`src/rtl/mdu_iter_pkg.sv`:
```
// Shared MDU op codes, FSM state encoding and default latencies for the multiply/divide unit.
// MDU_MADD_EN selects whether op 7 is a multiply-accumulate or a NOP.
package mdu_iter_pkg;

    localparam int MDU_XLEN    = 32;
    localparam int MUL_LAT_DEF = 5;
    localparam int DIV_LAT_DEF = 10;

    typedef enum logic [2:0] {
        MDU_NOP   = 3'd0,
        MDU_MULT  = 3'd1,
        MDU_MULTU = 3'd2,
        MDU_DIV   = 3'd3,
        MDU_DIVU  = 3'd4,
        MDU_MTHI  = 3'd5,
        MDU_MTLO  = 3'd6,
        MDU_MADD  = 3'd7
    } mdu_op_e;

    typedef enum logic {
        S_IDLE = 1'b0,
        S_RUN  = 1'b1
    } mdu_state_e;

    function automatic logic mdu_is_div(input mdu_op_e op);
        return (op == MDU_DIV) || (op == MDU_DIVU);
    endfunction

    // Ops that occupy the unit for a multi-cycle RUN phase.
    function automatic logic mdu_is_run(input mdu_op_e op);
        logic w_run;
        w_run = (op == MDU_MULT) || (op == MDU_MULTU) || mdu_is_div(op);
`ifdef MDU_MADD_EN
        w_run = w_run || (op == MDU_MADD);
`endif
        return w_run;
    endfunction

endpackage

```
`src/rtl/mdu_div_core.sv`:
```
// Restoring divider, ceil(32/DIV_LAT) quotient bits per cycle, first chunk on the load edge.
// Finishes within DIV_LAT edges of i_start; operands on i_a/i_b are only sampled at i_start.
module mdu_div_core
    import mdu_iter_pkg::*;
#(
    parameter int DIV_LAT = DIV_LAT_DEF
) (
    input  logic        i_clk,
    input  logic        i_reset,
    input  logic        i_start,
    input  logic        i_signed,
    input  logic [31:0] i_a,
    input  logic [31:0] i_b,
    output logic [31:0] o_quo,
    output logic [31:0] o_rem,
    output logic        o_done
);

    localparam int         STEP   = (DIV_LAT >= 32) ? 1 : (32 + DIV_LAT - 1) / DIV_LAT;
    localparam logic [5:0] STEP_C = 6'(STEP);

    logic [31:0] r_rem;
    logic [31:0] r_dq;
    logic [31:0] r_dvs;
    logic [5:0]  r_left;
    logic        r_neg_q;
    logic        r_neg_r;

    logic [31:0] w_a_abs;
    logic [31:0] w_b_abs;
    logic [31:0] w_rem_in;
    logic [31:0] w_dq_in;
    logic [31:0] w_dvs_in;
    logic [5:0]  w_nbits;
    logic [63:0] w_step;

    // r_dq starts as the dividend and shifts quotient bits in from the right.
    function automatic logic [63:0] div_step(input logic [31:0] rem, input logic [31:0] dq,
                                             input logic [31:0] dvs, input logic [5:0] nbits);
        logic [32:0] t;
        logic [31:0] r;
        logic [31:0] q;
        r = rem;
        q = dq;
        for (int k = 0; k < STEP; k++) begin
            if (6'(k) < nbits) begin
                t = {r, q[31]};
                q = {q[30:0], 1'b0};
                if (t >= {1'b0, dvs}) begin
                    t    = t - {1'b0, dvs};
                    q[0] = 1'b1;
                end
                r = t[31:0];
            end
        end
        return {r, q};
    endfunction

    assign w_a_abs  = (i_signed && i_a[31]) ? (32'd0 - i_a) : i_a;
    assign w_b_abs  = (i_signed && i_b[31]) ? (32'd0 - i_b) : i_b;
    assign w_rem_in = i_start ? 32'd0   : r_rem;
    assign w_dq_in  = i_start ? w_a_abs : r_dq;
    assign w_dvs_in = i_start ? w_b_abs : r_dvs;
    assign w_nbits  = i_start ? STEP_C : ((r_left < STEP_C) ? r_left : STEP_C);
    assign w_step   = div_step(w_rem_in, w_dq_in, w_dvs_in, w_nbits);

    always_ff @(posedge i_clk or posedge i_reset) begin
        if (i_reset) begin
            r_rem   <= '0;
            r_dq    <= '0;
            r_dvs   <= '0;
            r_left  <= '0;
            r_neg_q <= 1'b0;
            r_neg_r <= 1'b0;
        end else if (i_start) begin
            r_rem   <= w_step[63:32];
            r_dq    <= w_step[31:0];
            r_dvs   <= w_b_abs;
            r_left  <= 6'd32 - STEP_C;
            r_neg_q <= i_signed && (i_a[31] ^ i_b[31]);
            r_neg_r <= i_signed && i_a[31];
        end else if (r_left != 6'd0) begin
            r_rem  <= w_step[63:32];
            r_dq   <= w_step[31:0];
            r_left <= r_left - w_nbits;
        end
    end

    // 0x80000000 / -1 falls out naturally: |q| = 2^31 negates back to 0x80000000.
    assign o_quo  = r_neg_q ? (32'd0 - r_dq)  : r_dq;
    assign o_rem  = r_neg_r ? (32'd0 - r_rem) : r_rem;
    assign o_done = (r_left == 6'd0);

endmodule

```
`src/rtl/mdu_iter.sv`:
```
// Multi-cycle MIPS multiply/divide unit writing HI/LO; busy held for MUL_LAT/DIV_LAT cycles.
// Optional MDU_MADD_EN turns op 7 into a signed multiply-accumulate; starts while busy are dropped.
module mdu_iter
    import mdu_iter_pkg::*;
#(
    parameter int MUL_LAT = MUL_LAT_DEF,
    parameter int DIV_LAT = DIV_LAT_DEF
) (
    input  logic        i_clk,
    input  logic        i_reset,
    input  logic        i_start,
    input  logic [2:0]  i_op,
    input  logic [31:0] i_a,
    input  logic [31:0] i_b,
    output logic        o_busy,
    output logic [31:0] o_hi,
    output logic [31:0] o_lo
);

    localparam int             MAX_LAT = (MUL_LAT > DIV_LAT) ? MUL_LAT : DIV_LAT;
    localparam int             CW      = $clog2(MAX_LAT + 1);
    localparam logic [CW-1:0]  MUL_CNT = CW'(MUL_LAT);
    localparam logic [CW-1:0]  DIV_CNT = CW'(DIV_LAT);

    mdu_state_e    r_state;
    logic [CW-1:0] r_cnt;
    mdu_op_e       r_op;
    logic [31:0]   r_a;
    logic [31:0]   r_b;
    logic [31:0]   r_hi;
    logic [31:0]   r_lo;

    mdu_state_e    w_state_nxt;
    logic [CW-1:0] w_cnt_nxt;
    logic [31:0]   w_hi_nxt;
    logic [31:0]   w_lo_nxt;
    logic          w_cap;
    mdu_op_e       w_op;
    logic          w_sgn;
    logic [63:0]   w_a_ext;
    logic [63:0]   w_b_ext;
    logic [63:0]   w_prod;
    logic [31:0]   w_quo;
    logic [31:0]   w_rem;
    logic          w_div_done;

    assign w_op = mdu_op_e'(i_op);

`ifdef MDU_MADD_EN
    assign w_sgn = (r_op == MDU_MULT) || (r_op == MDU_MADD);
`else
    assign w_sgn = (r_op == MDU_MULT);
`endif

    // Sign/zero extension to 64 bits lets one unsigned multiplier serve MULT and MULTU.
    assign w_a_ext = {{32{w_sgn & r_a[31]}}, r_a};
    assign w_b_ext = {{32{w_sgn & r_b[31]}}, r_b};
    assign w_prod  = w_a_ext * w_b_ext;

    mdu_div_core #(
        .DIV_LAT (DIV_LAT)
    ) u_div (
        .i_clk    (i_clk),
        .i_reset  (i_reset),
        .i_start  (w_cap && mdu_is_div(w_op)),
        .i_signed (w_op == MDU_DIV),
        .i_a      (i_a),
        .i_b      (i_b),
        .o_quo    (w_quo),
        .o_rem    (w_rem),
        .o_done   (w_div_done)
    );

    always_comb begin
        w_state_nxt = r_state;
        w_cnt_nxt   = r_cnt;
        w_hi_nxt    = r_hi;
        w_lo_nxt    = r_lo;
        w_cap       = 1'b0;
        case (r_state)
            S_IDLE: begin
                if (i_start) begin
                    if (mdu_is_run(w_op)) begin
                        w_state_nxt = S_RUN;
                        w_cnt_nxt   = mdu_is_div(w_op) ? DIV_CNT : MUL_CNT;
                        w_cap       = 1'b1;
                    end else if (w_op == MDU_MTHI) begin
                        w_hi_nxt = i_a;
                    end else if (w_op == MDU_MTLO) begin
                        w_lo_nxt = i_a;
                    end
                end
            end
            S_RUN: begin
                w_cnt_nxt = r_cnt - 1'b1;
                if (r_cnt == CW'(1)) begin
                    w_state_nxt = S_IDLE;
                    case (r_op)
                        MDU_MULT, MDU_MULTU: begin
                            w_hi_nxt = w_prod[63:32];
                            w_lo_nxt = w_prod[31:0];
                        end
                        MDU_DIV, MDU_DIVU: begin
                            // Divide by zero burns the full latency but leaves HI/LO alone.
                            if (w_div_done && (r_b != 32'd0)) begin
                                w_hi_nxt = w_rem;
                                w_lo_nxt = w_quo;
                            end
                        end
`ifdef MDU_MADD_EN
                        MDU_MADD: begin
                            {w_hi_nxt, w_lo_nxt} = {r_hi, r_lo} + w_prod;
                        end
`endif
                        default: ;
                    endcase
                end
            end
            default: w_state_nxt = S_IDLE;
        endcase
    end

    always_ff @(posedge i_clk or posedge i_reset) begin
        if (i_reset) begin
            r_state <= S_IDLE;
            r_cnt   <= '0;
            r_op    <= MDU_NOP;
            r_a     <= '0;
            r_b     <= '0;
            r_hi    <= '0;
            r_lo    <= '0;
        end else begin
            r_state <= w_state_nxt;
            r_cnt   <= w_cnt_nxt;
            r_hi    <= w_hi_nxt;
            r_lo    <= w_lo_nxt;
            if (w_cap) begin
                r_op <= w_op;
                r_a  <= i_a;
                r_b  <= i_b;
            end
        end
    end

    assign o_busy = (r_state == S_RUN);
    assign o_hi   = r_hi;
    assign o_lo   = r_lo;

endmodule

```
`config.mk`:
```
export PLATFORM = sky130hd
export DESIGN_NAME = mdu_iter
export DESIGN_NICKNAME = d
export VERILOG_FILES = /design/src/rtl/mdu_iter_pkg.sv /design/src/rtl/mdu_div_core.sv /design/src/rtl/mdu_iter.sv
export SDC_FILE = /design/constraint.sdc
export NUM_CORES = 2
export LEC_CHECK = 0
export ABC_AREA = 1
export CORE_ASPECT_RATIO = 0.8
export CORE_MARGIN = 1
export CORE_UTILIZATION = 54
export DETAILED_ROUTE_END_ITERATION = 8
export PLACE_DENSITY_LB_ADDON = 0.25
export SLEW_MARGIN = 20
export SYNTH_ARGS = -nofsm -noshare
export SYNTH_HDL_FRONTEND = slang
export SYNTH_SLANG_ARGS = --single-unit
```
`constraint.sdc`:
```
create_clock -name i_clk -period 12.9 [get_ports i_clk]
set_clock_uncertainty 0.1 [all_clocks]
set_input_delay 3.87 -clock i_clk [delete_from_list [all_inputs] [get_ports i_clk]]
set_output_delay 3.87 -clock i_clk [all_outputs]
set_load 0.01 [all_outputs]
```
==> results by group <==
Setup path
  – Endpoint class of the critical path: flop
  – Origin of the worst setup path: i_a[1]
  – Slowest CP cell: ha_1
  – Worst setup endpoint: u_div.r_rem[19]
  – Worst R2R End: u_div.r_rem[19]
  – Worst endpoint required time: 13.25 ns
  – R2r startpoint: o_busy
  – CP Class: input port to flop
  – CP Launch Type: input port
  – Largest fanout on the critical path: 16
  – Crit path top cell by count: nand2_2
  – Max stage delay on crit path: between 0.3 and 0.4 ns
  – Worst R2R Setup Slack: 2.06 ns
  – WP data arrival: 14.94 ns
  – Worst reg-to-reg path cell count: 62

Outcome
  – Failing checks: DRC, setup timing
  – Status: finished with violations

GRT
  – Initial antenna violation count: 30
  – Largest net degree at the start of global routing: 125
  – Number of global-route vias before repair: roughly 61k
  – First-pass GRT wire length: 379 mm
  – Gr usage total: 0.449
  – GRT overflow: 0

STA
  – Fmax: between 60 and 70 MHz
  – Fin crit share: 1.13
  – Fin crit period: 14.59 ns
  – Final setup slack of the worst path: -1.69 ns
  – RSZ-0062 raised after global routing: true
  – Fin Setup TNS: -54.50 ns
  – Final setup fails: 34
  – Worst slew margin: 0.0365
  – Fin. Hold Viols: 0
  – Final Max Slew Viols: 0
  – Tightest Pin Transition: ~1.4 ns

Floorplan
  – Die height: 303 um
  – Initial Utilization: 0.545
  – Row count: 110
  – CORE AREA: between 0.1 and 0.15 mm^2
  – Die extent in x: 379 um
  – DIE AREA: 0.115 mm^2
  – Num ports: 135

Logic synthesis
  – Yosys cell types: 68
  – Xor/xnor cell area share of the yosys netlist: 0.0273
  – Cell count after synthesis: ~8.2k
  – Syn. warnings: 0
  – Largest family of logic cells by synthesized area: adder cells
  – Mapped Area: a little over 0.06 mm^2
  – Synth Flop Type: dfrtp_1
  – Post-synthesis mux area share: 0.000816
  – Sequential area share after synthesis: 0.0979
  – Post-synth EDFFs: 0
  – Number of synthesized register bits: 240
  – Asr flop ratio synth: 1.00
  – Synth Area in Simple Gates: 0.194
  – Area share of fa/ha/maj cells after synthesis: 0.439
  – Avg Cell Area, Syn: 7.49 um^2
  – Area fraction in compound gates after synthesis: 0.102

CTS
  – Clock slew at reported path FFs: about 0.060 ns
  – Clock Path Buffers: 3
  – CTS Buf Count: 36
  – CTS tree: yes
  – CTS Sinks: 240
  – Worst skew pair latency: a little under 0.6 ns
  – Hold Buf Count CTS: 0
  – CTS H-tree depth: 2
  – Root Buffer: clkbuf_16

Finish
  – Multi-input logic area: 0.0487 mm^2
  – Final Util: 0.666
  – Share of layout cells above drive strength 1: 0.176
  – Seq. cell area: 0.00601 mm^2
  – Fillers: between 9k and 10k
  – Total Nets Final: ~11k
  – Area grow syn2layout: 22.3%

Detailed routing
  – Iter 0 DRT Violations: 6,808
  – Average wire per standard cell: 24.2 um
  – Drt pass-1 iters: 9
  – Vias per cell: 5.75
  – Post-route DRC violation count: 5
  – Final wirelength: 257 mm
  – Routed Antenna Nets: 0
  – Via count: 61.1k

Placed design
  – Port Buffers: 134
  – HPWL Detailed: about 210 mm
  – RD Place Congestion: 1.04

Min path
  – Hold WC Path Type: flop to flop

Run
  – Max Cap Viol: 0
==> cell families after synthesis <==
kind of cell | Yosys count
simple gates | 2924
compound gates | 1108
other cells | 1
fa+ha+maj | 1477
flops | 240
buf+inv | 2250
xor+xnor | 191
mux | 5
==> how the worst min path moves through the flow <==
stage,start,endpoint,slack (ns),cells past startpoint
after detailed placement,o_lo[22],o_lo[22],0.38,2
after global routing,r_a[9],r_a[9],0.42,2
final,o_lo[22],o_lo[22],0.39,2
after global placement,r_a[7],r_a[7],0.37,2
after floorplan,u_div.r_dvs[10],u_div.r_dvs[10],0.36,2
after CTS,o_lo[22],o_lo[22],0.39,2
==> per-stage QoR <==
step / worst slack (ns) / area [um^2] / hold slack [ns] / instances
2_1_floorplan: -1.52 / 61700 / 0.361 / 8197
3_3_place_gp: -3.24 / 70900 / 0.367 / 10400
3_5_place_dp: -3.43 / 70900 / 0.379 / 10400
4_1_cts: -1.59 / 73300 / 0.391 / 10600
5_1_grt: -2.27 / 75000 / 0.423 / 10600
6_report: -1.69 / 75000 / 0.388 / 10600
==> cell usage after synthesis (79+ instances only) <==
cell | count | area share
nor2_1 | 426 | 0.026
nor3_1 | 86 | 0.0070
dfrtp_1 | 240 | 0.098
xor2_1 | 112 | 0.016
a21oi_1 | 343 | 0.028
ha_1 | 347 | 0.071
nand3_1 | 203 | 0.017
fa_1 | 1130 | 0.37
o21ai_0 | 437 | 0.036
nand2_1 | 2047 | 0.13
xnor2_1 | 79 | 0.011
a31oi_1 | 81 | 0.0083
inv_1 | 1817 | 0.11
clkbuf_1 | 373 | 0.023
==> layer usage <==
layer | global-route usage | vias to the layer above | part of all wire
met2 | 0.658 | 4043 | 0.42
met1 | 0.584 | 29600 | 0.38
met5 | 0.0119 | - | 0.00070
li1 | - | 26600 | -
met4 | 0.209 | 24 | 0.056
met3 | 0.178 | 905 | 0.15
==> placed cells by master, fill, tap and decap left out, types with 18 or more instances in the layout <==
cell type	instances
a21oi_1	304
a21oi_2	29
a31oi_1	75
buf_12	18
buf_4	1086
buf_6	23
clkbuf_16	42
clkdlybuf4s50_1	122
dfrtp_1	237
fa_1	1128
ha_1	308
ha_4	38
inv_1	1787
inv_2	37
nand2_1	1978
nand2_2	74
nand3_1	189
nand3_2	23
nand4_1	46
nor2_1	392
nor2_2	24
nor3_1	71
nor4_1	25
o211ai_1	63
o21ai_0	356
o21ai_1	60
o21ai_2	33
o221ai_1	18
o22ai_1	34
o31ai_1	20
or2_2	25
xnor2_1	77
xor2_1	111
==> registers in the layout, summed over array words and instances (netlist names) <==
register       count
u_div.r_neg_q      1
r_cnt              4
o_hi              32
u_div.r_left       6
r_b               32
o_lo              32
r_a               32
r_op               3
o_busy             1
u_div.r_rem       32
u_div.r_neg_r      1
u_div.r_dvs       32
u_div.r_dq        32
==> layout make-up <==
class                      count  share of cell area
multi-input combinational   5711               0.649
timing repair buffer        1270               0.138
inverter                    1829              0.0918
sequential                   240              0.0801
tap                         1512              0.0252
clock buffer                  53              0.0144
clock inverter                11             0.00160
antenna                       11            0.000367
==> worst max-delay path: cells and delay by family <==
family,cells,cell delay [ns]
simple gates,35,3.86
fa+ha+maj,4,1.10
buf+inv,13,2.02
compound gates,24,4.05
==> repair_timing <==
action,CTS,global route
setup endpoints to repair,34,34
resized for setup,162,307
gates cloned,5,6
pin swaps,49,120
setup buffers,73,60
Power is left out: the tool's default activity adds up to more than one toggle a clock period on the data nets, which glitch-free logic cannot reach.
